## src/rtl/fnd_pkg.sv

```systemverilog
// rtl/fnd_pkg.sv - shared segment patterns, BCD codes and FSM states for the FND scan decoder
package fnd_pkg;

  localparam logic [6:0] SEG_0     = 7'h40;
  localparam logic [6:0] SEG_1     = 7'h79;
  localparam logic [6:0] SEG_2     = 7'h24;
  localparam logic [6:0] SEG_3     = 7'h30;
  localparam logic [6:0] SEG_4     = 7'h19;
  localparam logic [6:0] SEG_5     = 7'h12;
  localparam logic [6:0] SEG_6     = 7'h02;
  localparam logic [6:0] SEG_7     = 7'h78;
  localparam logic [6:0] SEG_8     = 7'h00;
  localparam logic [6:0] SEG_9     = 7'h10;
  localparam logic [6:0] SEG_BLANK = 7'h7F;

  localparam logic [3:0] BCD_BLANK = 4'hF;
  localparam logic [3:0] BCD_ERR   = 4'hE;

  typedef enum logic [1:0] {
    ST_IDLE   = 2'd0,
    ST_SETTLE = 2'd1,
    ST_HELD   = 2'd2
  } fnd_state_t;

endpackage

```

## src/rtl/fnd_pattern_decoder.sv

```systemverilog
// rtl/fnd_pattern_decoder.sv - combinational active-low 7-segment pattern to one-hot/BCD decoder
module fnd_pattern_decoder
  import fnd_pkg::*;
(
  input  logic [6:0] i_seg_n,
  output logic [9:0] o_onehot,
  output logic [3:0] o_bcd,
  output logic       o_is_blank,
  output logic       o_is_illegal
);

  always_comb begin
    o_onehot     = '0;
    o_bcd        = BCD_ERR;
    o_is_blank   = 1'b0;
    o_is_illegal = 1'b0;
    case (i_seg_n)
      SEG_0:     o_bcd = 4'd0;
      SEG_1:     o_bcd = 4'd1;
      SEG_2:     o_bcd = 4'd2;
      SEG_3:     o_bcd = 4'd3;
      SEG_4:     o_bcd = 4'd4;
      SEG_5:     o_bcd = 4'd5;
      SEG_6:     o_bcd = 4'd6;
      SEG_7:     o_bcd = 4'd7;
      SEG_8:     o_bcd = 4'd8;
      SEG_9:     o_bcd = 4'd9;
      SEG_BLANK: begin
        o_bcd      = BCD_BLANK;
        o_is_blank = 1'b1;
      end
      default:   o_is_illegal = 1'b1;
    endcase
    if (!o_is_blank && !o_is_illegal) o_onehot = 10'd1 << o_bcd;
  end

endmodule

```

## src/rtl/fnd_scan_decoder.sv

```systemverilog
// rtl/fnd_scan_decoder.sv - glitch-filtered capture of a scanned FND bus into per-digit one-hot/BCD
module fnd_scan_decoder
  import fnd_pkg::*;
#(
  parameter int NUM_DIGITS    = 4,
  parameter int STABLE_CYCLES = 4
) (
  input  logic                       clk,
  input  logic                       rst,
  input  logic [6:0]                 seg_n,
  input  logic [NUM_DIGITS-1:0]      dig_en_n,
  output logic [NUM_DIGITS*10-1:0]   digit_onehot,
  output logic [NUM_DIGITS*4-1:0]    digit_bcd,
  output logic [NUM_DIGITS-1:0]      digit_valid,
  output logic                       frame_valid,
  output logic                       err
);

  localparam int             CW      = $clog2(STABLE_CYCLES + 1);
  localparam logic [CW-1:0]  CNT_MAX = CW'(STABLE_CYCLES);
  localparam logic [CW-1:0]  CNT_CAP = CW'(STABLE_CYCLES - 1);

  logic [6:0]              r_seg_q;
  logic [NUM_DIGITS-1:0]   r_en_q;
  logic [CW-1:0]           r_cnt;
  fnd_state_t              r_state;
  logic [NUM_DIGITS-1:0]   r_seen;
  logic [NUM_DIGITS*10-1:0] r_onehot;
  logic [NUM_DIGITS*4-1:0] r_bcd;
  logic [NUM_DIGITS-1:0]   r_valid;
  logic                    r_frame_valid;
  logic                    r_err;

  logic [NUM_DIGITS-1:0]   w_en;
  logic                    w_one_low;
  logic                    w_changed;
  logic                    w_capture;
  logic [9:0]              w_dec_onehot;
  logic [3:0]              w_dec_bcd;
  logic                    w_dec_blank;
  logic                    w_dec_illegal;

  fnd_pattern_decoder u_dec (
    .i_seg_n      (r_seg_q),
    .o_onehot     (w_dec_onehot),
    .o_bcd        (w_dec_bcd),
    .o_is_blank   (w_dec_blank),
    .o_is_illegal (w_dec_illegal)
  );

  // "Changed" looks at the sample about to enter s_q, so r_cnt counts edges s_q has held its value.
  assign w_en      = ~r_en_q;
  assign w_one_low = (w_en != '0) && ((w_en & (w_en - NUM_DIGITS'(1))) == '0);
  assign w_changed = {seg_n, dig_en_n} != {r_seg_q, r_en_q};
  assign w_capture = w_one_low && !w_changed && (r_cnt == CNT_CAP) && (r_state != ST_HELD);

  always_ff @(posedge clk) begin
    if (rst) begin
      r_seg_q       <= '1;
      r_en_q        <= '1;
      r_cnt         <= '0;
      r_state       <= ST_IDLE;
      r_seen        <= '0;
      r_onehot      <= '0;
      r_bcd         <= '1;
      r_valid       <= '0;
      r_frame_valid <= 1'b0;
      r_err         <= 1'b0;
    end else begin
      r_seg_q       <= seg_n;
      r_en_q        <= dig_en_n;
      r_frame_valid <= 1'b0;
      r_err         <= 1'b0;

      if (w_changed)            r_cnt <= '0;
      else if (r_cnt != CNT_MAX) r_cnt <= r_cnt + 1'b1;

      case (r_state)
        ST_IDLE: begin
          if (w_one_low) r_state <= w_capture ? ST_HELD : ST_SETTLE;
        end
        default: begin
          if (!w_one_low)     r_state <= ST_IDLE;
          else if (w_changed) r_state <= ST_SETTLE;
          else if (w_capture) r_state <= ST_HELD;
        end
      endcase

      if (w_capture) begin
        for (int i = 0; i < NUM_DIGITS; i++) begin
          if (w_en[i]) begin
            r_onehot[i*10 +: 10] <= w_dec_onehot;
            r_bcd[i*4 +: 4]      <= w_dec_bcd;
            r_valid[i]           <= !w_dec_blank && !w_dec_illegal;
          end
        end
        r_err <= w_dec_illegal;
        if ((r_seen | w_en) == '1) begin
          r_frame_valid <= 1'b1;
          r_seen        <= '0;
        end else begin
          r_seen <= r_seen | w_en;
        end
      end
    end
  end

  assign digit_onehot = r_onehot;
  assign digit_bcd    = r_bcd;
  assign digit_valid  = r_valid;
  assign frame_valid  = r_frame_valid;
  assign err          = r_err;

endmodule
```

## config.mk

```make
export PLATFORM = sky130hd
export DESIGN_NAME = fnd_scan_decoder
export DESIGN_NICKNAME = d
export VERILOG_FILES = /design/src/rtl/fnd_pkg.sv /design/src/rtl/fnd_pattern_decoder.sv /design/src/rtl/fnd_scan_decoder.sv
export SDC_FILE = /design/constraint.sdc
export NUM_CORES = 1
export LEC_CHECK = 0
export ABC_AREA = 1
export CAP_MARGIN = 20
export CORE_MARGIN = 5
export CORE_UTILIZATION = 57
export CTS_BUF_LIST = sky130_fd_sc_hd__clkbuf_4
export CTS_CLUSTER_SIZE = 40
export DETAILED_ROUTE_END_ITERATION = 8
export PLACE_DENSITY_LB_ADDON = 0.1
export SKIP_CTS_REPAIR_TIMING = 1
export SLEW_MARGIN = 30
export SYNTH_ARGS = -nofsm -noshare
export SYNTH_HDL_FRONTEND = slang
export SYNTH_SLANG_ARGS = --single-unit
```

## constraint.sdc

```tcl
create_clock -name clk -period 5.2 [get_ports clk]
set_clock_uncertainty 0.05 [all_clocks]
set_input_delay 0.78 -clock clk [delete_from_list [all_inputs] [get_ports clk]]
set_output_delay 0.78 -clock clk [all_outputs]
set_load 0.01 [all_outputs]
```

==> flow_results.xml, run 1 <==
<?xml version="1.0" encoding="UTF-8"?>
<metrics>
  <group name="cells_and_area">
    <metric name="syn_to_final_growth" unit="%">26.2</metric>
    <metric name="multi_input_area" unit="sq um">1690</metric>
    <metric name="seq_area" unit="sq um">1640</metric>
    <metric name="drive_gt1_frac" unit="">0.0505</metric>
    <metric name="layout.filler_cells" unit="">476</metric>
    <metric name="antenna_cells" unit="">0</metric>
    <metric name="num-nets-final" unit="">585</metric>
  </group>
  <group name="grt">
    <metric name="grt_overflow" unit="">0</metric>
    <metric name="number_of_antenna_violations_at_the_first_check_in_global_routing" unit="">0</metric>
    <metric name="grt.total_usage" unit="">0.257</metric>
    <metric name="grt_pass1_wl" unit="um">15400</metric>
    <metric name="first_global_vias" unit="">3176</metric>
    <metric name="grt_max_degree" unit="">72</metric>
  </group>
  <group name="yosys">
    <metric name="synth_top_area_cell" unit="">sky130_fd_sc_hd__dfxtp_1</metric>
    <metric name="syn-cell-area" unit="sq um">3540</metric>
    <metric name="synth_cell_type_count" unit="">25</metric>
    <metric name="synth_seq_area_share" unit="">0.464</metric>
    <metric name="yosysTopAreaCellShare" unit="">0.464</metric>
    <metric name="synth_warnings" unit="">0</metric>
    <metric name="synthTopCellsByArea" unit="">sky130_fd_sc_hd__dfxtp_1 (46%), sky130_fd_sc_hd__nand2_1 (15%), sky130_fd_sc_hd__nor2_1 (12%), sky130_fd_sc_hd__o21bai_1 (8.5%), sky130_fd_sc_hd__nand3_1 (3.5%)</metric>
    <metric name="synth-seq-cells" unit="">82</metric>
    <metric name="yosysMostFrequentCell" unit="">sky130_fd_sc_hd__nand2_1</metric>
    <metric name="synth_edf_count" unit="">0</metric>
    <metric name="synth-main-ff-cell" unit="">sky130_fd_sc_hd__dfxtp_1</metric>
    <metric name="synth_top_cells_by_count" unit="">sky130_fd_sc_hd__nand2_1 (144), sky130_fd_sc_hd__nor2_1 (110), sky130_fd_sc_hd__dfxtp_1 (82), sky130_fd_sc_hd__o21bai_1 (40), sky130_fd_sc_hd__inv_1 (29)</metric>
    <metric name="synth_cells" unit="">504</metric>
    <metric name="synth_area_per_cell" unit="sq um">7.02</metric>
    <metric name="async_flop_share" unit="">0</metric>
    <metric name="postSynthNetCount" unit="">520</metric>
  </group>
  <group name="worst_hold_path">
    <metric name="hold_path_depth" unit="">2</metric>
    <metric name="hp-class" unit="">flip-flop to flip-flop</metric>
  </group>
  <group name="power_and_ir_drop">
    <metric name="power.leakage" unit="nW">2.11</metric>
    <metric name="power_density" unit="nW/um^2">252</metric>
    <metric name="power.switching" unit="mW">0.278</metric>
    <metric name="power.internal" unit="mW">0.848</metric>
    <metric name="clkPwrFrac" unit="">0.375</metric>
    <metric name="design_power_total" unit="mW">1.13</metric>
    <metric name="seq_power_share" unit="">0.574</metric>
    <metric name="ir_drop" unit="V">0.000245</metric>
    <metric name="switching_share" unit="">0.247</metric>
    <metric name="p_comb_frac" unit="">0.050</metric>
  </group>
  <group name="route">
    <metric name="router_iterations_before_antenna_repair" unit="">5</metric>
    <metric name="routed_wl" unit="um">9390</metric>
    <metric name="routedWlPerCell" unit="um">14.5</metric>
    <metric name="detailroute.via_count" unit="">3428</metric>
    <metric name="drc" unit="">0</metric>
    <metric name="iter_0_drt_violations" unit="">307</metric>
    <metric name="vias_per_cell" unit="">5.28</metric>
    <metric name="routed_antenna_nets" unit="">0</metric>
  </group>
  <group name="sta">
    <metric name="tightestPinTransition" unit="ns">0.696</metric>
    <metric name="min_period_over_period" unit="">0.532</metric>
    <metric name="timing.slew.headroom" unit="">0.536</metric>
    <metric name="final.setup.tns" unit="ns">0</metric>
    <metric name="slew_viol_final" unit="">0</metric>
    <metric name="setup-violations-final" unit="">0</metric>
    <metric name="max_freq" unit="MHz">361</metric>
    <metric name="report.final.hold_viol_count" unit="">0</metric>
    <metric name="grt_setup_unrepaired" unit="">no</metric>
    <metric name="final_worst_path_period_need" unit="ns">2.77</metric>
  </group>
  <group name="setup_path">
    <metric name="worstSetupPathType" unit="">flip-flop to flip-flop</metric>
    <metric name="data_required_critical_path" unit="ns">5.44</metric>
    <metric name="setup.worst_path.end_class" unit="">flip-flop</metric>
    <metric name="critical-path-max-stage-delay" unit="ns">0.76</metric>
    <metric name="crit_arrival" unit="ns">3.01</metric>
    <metric name="cells_along_the_critical_path" unit="">inv_2, nand2_1, nand2_1, nor2_1, nand2_1, nor2_2, nand4_1, buf_4, inv_2, nand2_1, nand2_1, nand3_1</metric>
    <metric name="timing.critical_path.fanout_max" unit="">48</metric>
    <metric name="timing.critical_path.max_delay_family" unit="">simple AND/OR/NAND/NOR gates</metric>
    <metric name="reg2reg_depth" unit="">12</metric>
    <metric name="slowest_stage_cell_on_the_critical_path" unit="">sky130_fd_sc_hd__dfxtp_1</metric>
    <metric name="critical_path_stages" unit="">12</metric>
    <metric name="critical_path.n_buffers_inverters" unit="">3</metric>
    <metric name="crit_path_frequent_cell" unit="">sky130_fd_sc_hd__nand2_1</metric>
    <metric name="worstSetupStartpointType" unit="">flip-flop</metric>
  </group>
  <group name="die">
    <metric name="fp.coreArea" unit="sq um">5990</metric>
    <metric name="die_x" unit="um">88.8</metric>
    <metric name="fp.dieH" unit="um">88.8</metric>
    <metric name="initial_utilization" unit="">0.590</metric>
    <metric name="core.rowCount" unit="">28</metric>
    <metric name="io_pins" unit="">75</metric>
    <metric name="die_area" unit="sq um">7880</metric>
  </group>
  <group name="place">
    <metric name="port_buffer_count" unit="">74</metric>
    <metric name="dp_hpwl" unit="um">6510</metric>
    <metric name="routabilityCongestion" unit="">0.920</metric>
  </group>
  <group name="clock_network">
    <metric name="cts.sink_count" unit="">82</metric>
    <metric name="cts.reportedPaths.clkPinSlew" unit="ns">0.12</metric>
    <metric name="max-clock-path-buffers" unit="">2</metric>
    <metric name="clock_latency" unit="ns">0.43</metric>
    <metric name="tritoncts" unit="">built</metric>
    <metric name="cts-root-buf" unit="">sky130_fd_sc_hd__clkbuf_4</metric>
    <metric name="h-tree-depth" unit="">3</metric>
    <metric name="cts_made_buffers" unit="">9</metric>
  </group>
  <group name="run_status">
    <metric name="outcome" unit="">completed</metric>
  </group>
  <group name="run">
    <metric name="max_cap_violations" unit="">0</metric>
  </group>
</metrics>
-- stage by stage --
| step | cell area [sq um] | utilization | instances | setup WS [ns] | hold slack [ns] |
|---|---|---|---|---|---|
| after floorplan | 3540 | - | 504 | 3.13 | 0.382 |
| after global placement | 4290 | 0.717 | 633 | 2.14 | 0.395 |
| after detailed placement | 4300 | 0.717 | 633 | 2.03 | 0.397 |
| after CTS | 4460 | 0.744 | 649 | 2.46 | 0.424 |
| after global routing | 4460 | 0.745 | 649 | 2.13 | 0.453 |
| final | 4460 | 0.745 | 649 | 2.43 | 0.424 |
-- power groups by stage --
stage	Combinational [mW]	Clock, mW	Sequential [mW]
detailed placement	0.0562	0	0.660
global route	0.0642	0.453	0.649
finish	0.0569	0.423	0.647
floorplan	0.0406	0	0.652
global placement	0.0545	0	0.660
CTS	0.0563	0.424	0.646
-- placed cells by master (no fill, tap or decap), types with 2 or more instances in the layout --
cell type                           n
sky130_fd_sc_hd__nand2_1          144
sky130_fd_sc_hd__nor2_1           110
sky130_fd_sc_hd__dfxtp_1           82
sky130_fd_sc_hd__clkdlybuf4s50_1   74
sky130_fd_sc_hd__o21bai_1          40
sky130_fd_sc_hd__inv_1             29
sky130_fd_sc_hd__nand3_1           25
sky130_fd_sc_hd__nor3_1             9
sky130_fd_sc_hd__clkbuf_4           9
sky130_fd_sc_hd__a21oi_1            7
sky130_fd_sc_hd__nor2_2             5
sky130_fd_sc_hd__nand4_1            5
sky130_fd_sc_hd__o21ai_0            5
sky130_fd_sc_hd__inv_2              4
sky130_fd_sc_hd__xnor2_1            3
sky130_fd_sc_hd__or2_2              3
sky130_fd_sc_hd__ha_1               3
sky130_fd_sc_hd__and2_1             2
sky130_fd_sc_hd__bufinv_16          2
sky130_fd_sc_hd__clkinv_1           2
-- sequential cells by signal, summed over array words and instances, names as in the netlist --
signal,cells
r_cnt,3
r_seg_q,7
frame_valid,1
r_seen,4
digit_bcd,16
r_en_q,4
digit_onehot,40
err,1
r_state,2
digit_valid,4
-- area by class of cell --
| type | instances | share of cell area |
|---|---|---|
| Clock buffer | 9 | 0.0151 |
| Clock inverter | 7 | 0.0207 |
| Inverter | 34 | 0.0292 |
| Multi-Input combinational cell | 367 | 0.378 |
| Sequential cell | 82 | 0.368 |
| Tap cell | 75 | 0.0210 |
| Timing Repair Buffer | 75 | 0.168 |
-- final timing paths --
| check | startpoint | slack [ns] | to |
|---|---|---|---|
| max reg2reg | r_en_q[1] | 2.43 | digit_bcd[4] |
| min | r_seen[2] | 0.42 | r_seen[2] |
| min reg2reg | r_seen[2] | 0.42 | r_seen[2] |
| max | r_en_q[1] | 2.43 | digit_bcd[4] |
-- cell families after synthesis --
kind of cell               share of synthesized area
AOI/OAI and AO/OA                              0.107
and+or+nand+nor                                0.348
xor gates and xnor gates                     0.00991
buffers and inverters                         0.0598
DFF                                            0.464
adders and majority gates                     0.0106
-- metal layers --
metal,up-vias,track usage,part of all wire
met5,-,0,0
met4,0,0.120,0.025
met3,18,0.0521,0.084
met2,144,0.408,0.46
met1,1556,0.335,0.43
li1,1710,-,-
-- worst reg2reg max path, delay by kind of cell (launching register included) --
kind / cells / cell delay, ns
and+or+nand+nor: 9 / 1.22
buffers and inverters: 3 / 0.60
DFF: 1 / 0.76
No activity file was read; power rests on OpenSTA's default activity.
==> run 2, diff against run 1 <==
--- a/config.mk
+++ b/config.mk
@@ -8,7 +8,7 @@
 export ABC_AREA = 1
 export CAP_MARGIN = 20
 export CORE_MARGIN = 5
-export CORE_UTILIZATION = 57
+export CORE_UTILIZATION = 53
 export CTS_BUF_LIST = sky130_fd_sc_hd__clkbuf_4
 export CTS_CLUSTER_SIZE = 40
 export DETAILED_ROUTE_END_ITERATION = 8
==> constraint.sdc (replaced) <==
create_clock -name clk -period 2.8 [get_ports clk]
set_clock_uncertainty 0.05 [all_clocks]
set_input_delay 0.42 -clock clk [delete_from_list [all_inputs] [get_ports clk]]
set_output_delay 0.42 -clock clk [all_outputs]
set_load 0.01 [all_outputs]
==> run 2 against run 1 <==
Combinational power up 120%. Via count up 1.7%. Count of clock-buffer cells in the layout unchanged. Critical path type unchanged. Highest routed layer unchanged. Die area up 6.7%. Sequential cell count unchanged. Register-to-register slack worse by 2.0 ns. Power up 94%. Sequential power up 84%. Clock power up 110%. Critical path depth down 3.
==> flow_results.xml, run 2 (synthesis results as in run 1) <==
<?xml version="1.0" encoding="UTF-8"?>
<metrics>
  <group name="run_status">
    <metric name="outcome" unit="">completed</metric>
  </group>
  <group name="sta">
    <metric name="slew_viol_final" unit="">0</metric>
    <metric name="max_freq" unit="MHz">421</metric>
    <metric name="setup-violations-final" unit="">0</metric>
    <metric name="report.final.hold_viol_count" unit="">0</metric>
    <metric name="min_period_over_period" unit="">0.848</metric>
    <metric name="layout_setup_ws" unit="ns">0.426</metric>
    <metric name="tightestPinTransition" unit="ns">0.566</metric>
    <metric name="fin_worst_hold_slack" unit="ns">0.421</metric>
    <metric name="grt_setup_unrepaired" unit="">no</metric>
    <metric name="timing.slew.headroom" unit="">0.622</metric>
    <metric name="final_worst_path_period_need" unit="ns">2.37</metric>
    <metric name="final.setup.tns" unit="ns">0</metric>
  </group>
  <group name="setup_path">
    <metric name="worstSetupEndpoint" unit="">digit_bcd[10]</metric>
    <metric name="reg2reg_depth" unit="">9</metric>
    <metric name="critical_path.reg2reg.startpoint" unit="">r_en_q[3]</metric>
    <metric name="crit_arrival" unit="ns">2.63</metric>
    <metric name="data_required_critical_path" unit="ns">3.06</metric>
    <metric name="worstSetupStartpointType" unit="">flip-flop</metric>
    <metric name="timing.reg2reg.setup_slack" unit="ns">0.43</metric>
    <metric name="worst_setup_path_startpoint" unit="">r_en_q[3]</metric>
    <metric name="timing.critical_path.fanout_max" unit="">15</metric>
    <metric name="setup.worst_path.end_class" unit="">flip-flop</metric>
    <metric name="worstSetupPathType" unit="">flip-flop to flip-flop</metric>
    <metric name="worstReg2RegEnd" unit="">digit_bcd[10]</metric>
  </group>
  <group name="cells_and_area">
    <metric name="num-nets-final" unit="">592</metric>
    <metric name="syn_to_final_growth" unit="%">28.9</metric>
    <metric name="seq_area" unit="sq um">1640</metric>
    <metric name="drive_gt1_frac" unit="">0.0637</metric>
    <metric name="final_common_cell" unit="">sky130_fd_sc_hd__nand2_1</metric>
    <metric name="multi_input_area" unit="sq um">1680</metric>
    <metric name="antenna_cells" unit="">0</metric>
    <metric name="largest_register_ff_count" unit="">40</metric>
    <metric name="layout.filler_cells" unit="">542</metric>
    <metric name="most-common-layout-cells" unit="">sky130_fd_sc_hd__nand2_1 (144), sky130_fd_sc_hd__nor2_1 (110), sky130_fd_sc_hd__dfxtp_1 (81)</metric>
  </group>
  <group name="run">
    <metric name="max_cap_violations" unit="">0</metric>
  </group>
  <group name="route">
    <metric name="drc" unit="">0</metric>
    <metric name="detailroute.via_count" unit="">3486</metric>
    <metric name="iter_0_drt_violations" unit="">269</metric>
    <metric name="vias_per_cell" unit="">5.30</metric>
    <metric name="routedWlPerCell" unit="um">14.5</metric>
    <metric name="routed_antenna_nets" unit="">0</metric>
    <metric name="routed_wl" unit="um">9570</metric>
    <metric name="router_iterations_before_antenna_repair" unit="">5</metric>
  </group>
  <group name="clock_network">
    <metric name="cts_made_buffers" unit="">9</metric>
    <metric name="cts.reportedPaths.clkPinSlew" unit="ns">0.13</metric>
    <metric name="h-tree-depth" unit="">3</metric>
    <metric name="clock_latency" unit="ns">0.43</metric>
    <metric name="cts.sink_count" unit="">82</metric>
    <metric name="tritoncts" unit="">built</metric>
    <metric name="max-clock-path-buffers" unit="">2</metric>
    <metric name="cts-root-buf" unit="">sky130_fd_sc_hd__clkbuf_4</metric>
  </group>
  <group name="die">
    <metric name="die_area" unit="sq um">8410</metric>
    <metric name="initial_utilization" unit="">0.551</metric>
    <metric name="core.rowCount" unit="">29</metric>
    <metric name="die_x" unit="um">91.7</metric>
    <metric name="fp.dieH" unit="um">91.7</metric>
    <metric name="fp.coreArea" unit="sq um">6420</metric>
    <metric name="io_pins" unit="">75</metric>
  </group>
  <group name="grt">
    <metric name="grt_pass1_wl" unit="um">15900</metric>
    <metric name="grt_max_degree" unit="">42</metric>
    <metric name="grt.total_usage" unit="">0.233</metric>
    <metric name="grt_overflow" unit="">0</metric>
    <metric name="first_global_vias" unit="">3323</metric>
    <metric name="number_of_antenna_violations_at_the_first_check_in_global_routing" unit="">0</metric>
  </group>
  <group name="worst_hold_path">
    <metric name="hp-class" unit="">flip-flop to flip-flop</metric>
    <metric name="startpoint_of_the_worst_hold_path" unit="">r_seen[2]</metric>
  </group>
  <group name="power_and_ir_drop">
    <metric name="power.leakage" unit="nW">2.17</metric>
    <metric name="ir_drop" unit="V">0.000355</metric>
    <metric name="design_power_total" unit="mW">2.19</metric>
    <metric name="power_density" unit="nW/um^2">479</metric>
  </group>
  <group name="place">
    <metric name="detailedPlace.worstSlack" unit="ns">0.217</metric>
    <metric name="routabilityCongestion" unit="">0.833</metric>
    <metric name="port_buffer_count" unit="">74</metric>
    <metric name="dp_hpwl" unit="um">6550</metric>
  </group>
</metrics>
-- run 2: power breakdown --
group / leakage [nW] / internal, mW / switching [mW]
Sequential: 0.664 / 1.18 / 0.0148
Combinational: 1.41 / 0.0439 / 0.0799
Clock: 0.0979 / 0.452 / 0.418
-- run 2: layer usage --
metal | track usage | share of wire | up-vias | wire length, um
met3 | 0.0491 | 0.069 | 12 | 661
met2 | 0.382 | 0.47 | 129 | 4490
met1 | 0.304 | 0.45 | 1622 | 4290
met4 | 0.0817 | 0.012 | 0 | 117
li1 | - | - | 1723 | -
met5 | 0 | 0 | - | 0
-- run 2: area by class of cell --
cell class | count | area share
well taps | 77 | 0.0211
repair buffers | 82 | 0.181
inverters | 34 | 0.0280
clock inverters | 7 | 0.0255
flip-flops and latches | 82 | 0.360
clock buffers | 9 | 0.0148
multi-input cells | 367 | 0.369
-- run 2: how the worst min path moves through the flow --
stage	slack [ns]	cells after the start	to
after floorplan	0.38	2	r_seen[2]
after global placement	0.39	2	digit_bcd[3]
after detailed placement	0.40	2	digit_bcd[6]
after CTS	0.43	2	r_seen[2]
after global routing	0.45	2	digit_bcd[6]
final	0.42	2	r_seen[2]
-- run 2: metrics by stage --
stage,std cells,util,instance area (sq um)
final,658,0.710,4560
after global routing,658,0.710,4560
after CTS,658,0.710,4560
after detailed placement,642,0.681,4370
after global placement,642,0.681,4370
after floorplan,504,-,3540
-- run 2: critical path: stages, from the launching register on --
cell and delay (ns):
sky130_fd_sc_hd__dfxtp_2 0.54, sky130_fd_sc_hd__inv_1 0.15, sky130_fd_sc_hd__nand2_1 0.08, sky130_fd_sc_hd__nand4_1 0.10
sky130_fd_sc_hd__nor2_1 0.27, sky130_fd_sc_hd__nand4_1 0.28, sky130_fd_sc_hd__inv_2 0.15, sky130_fd_sc_hd__nand2_1 0.34
sky130_fd_sc_hd__nand2_1 0.19, sky130_fd_sc_hd__nand3_1 0.09
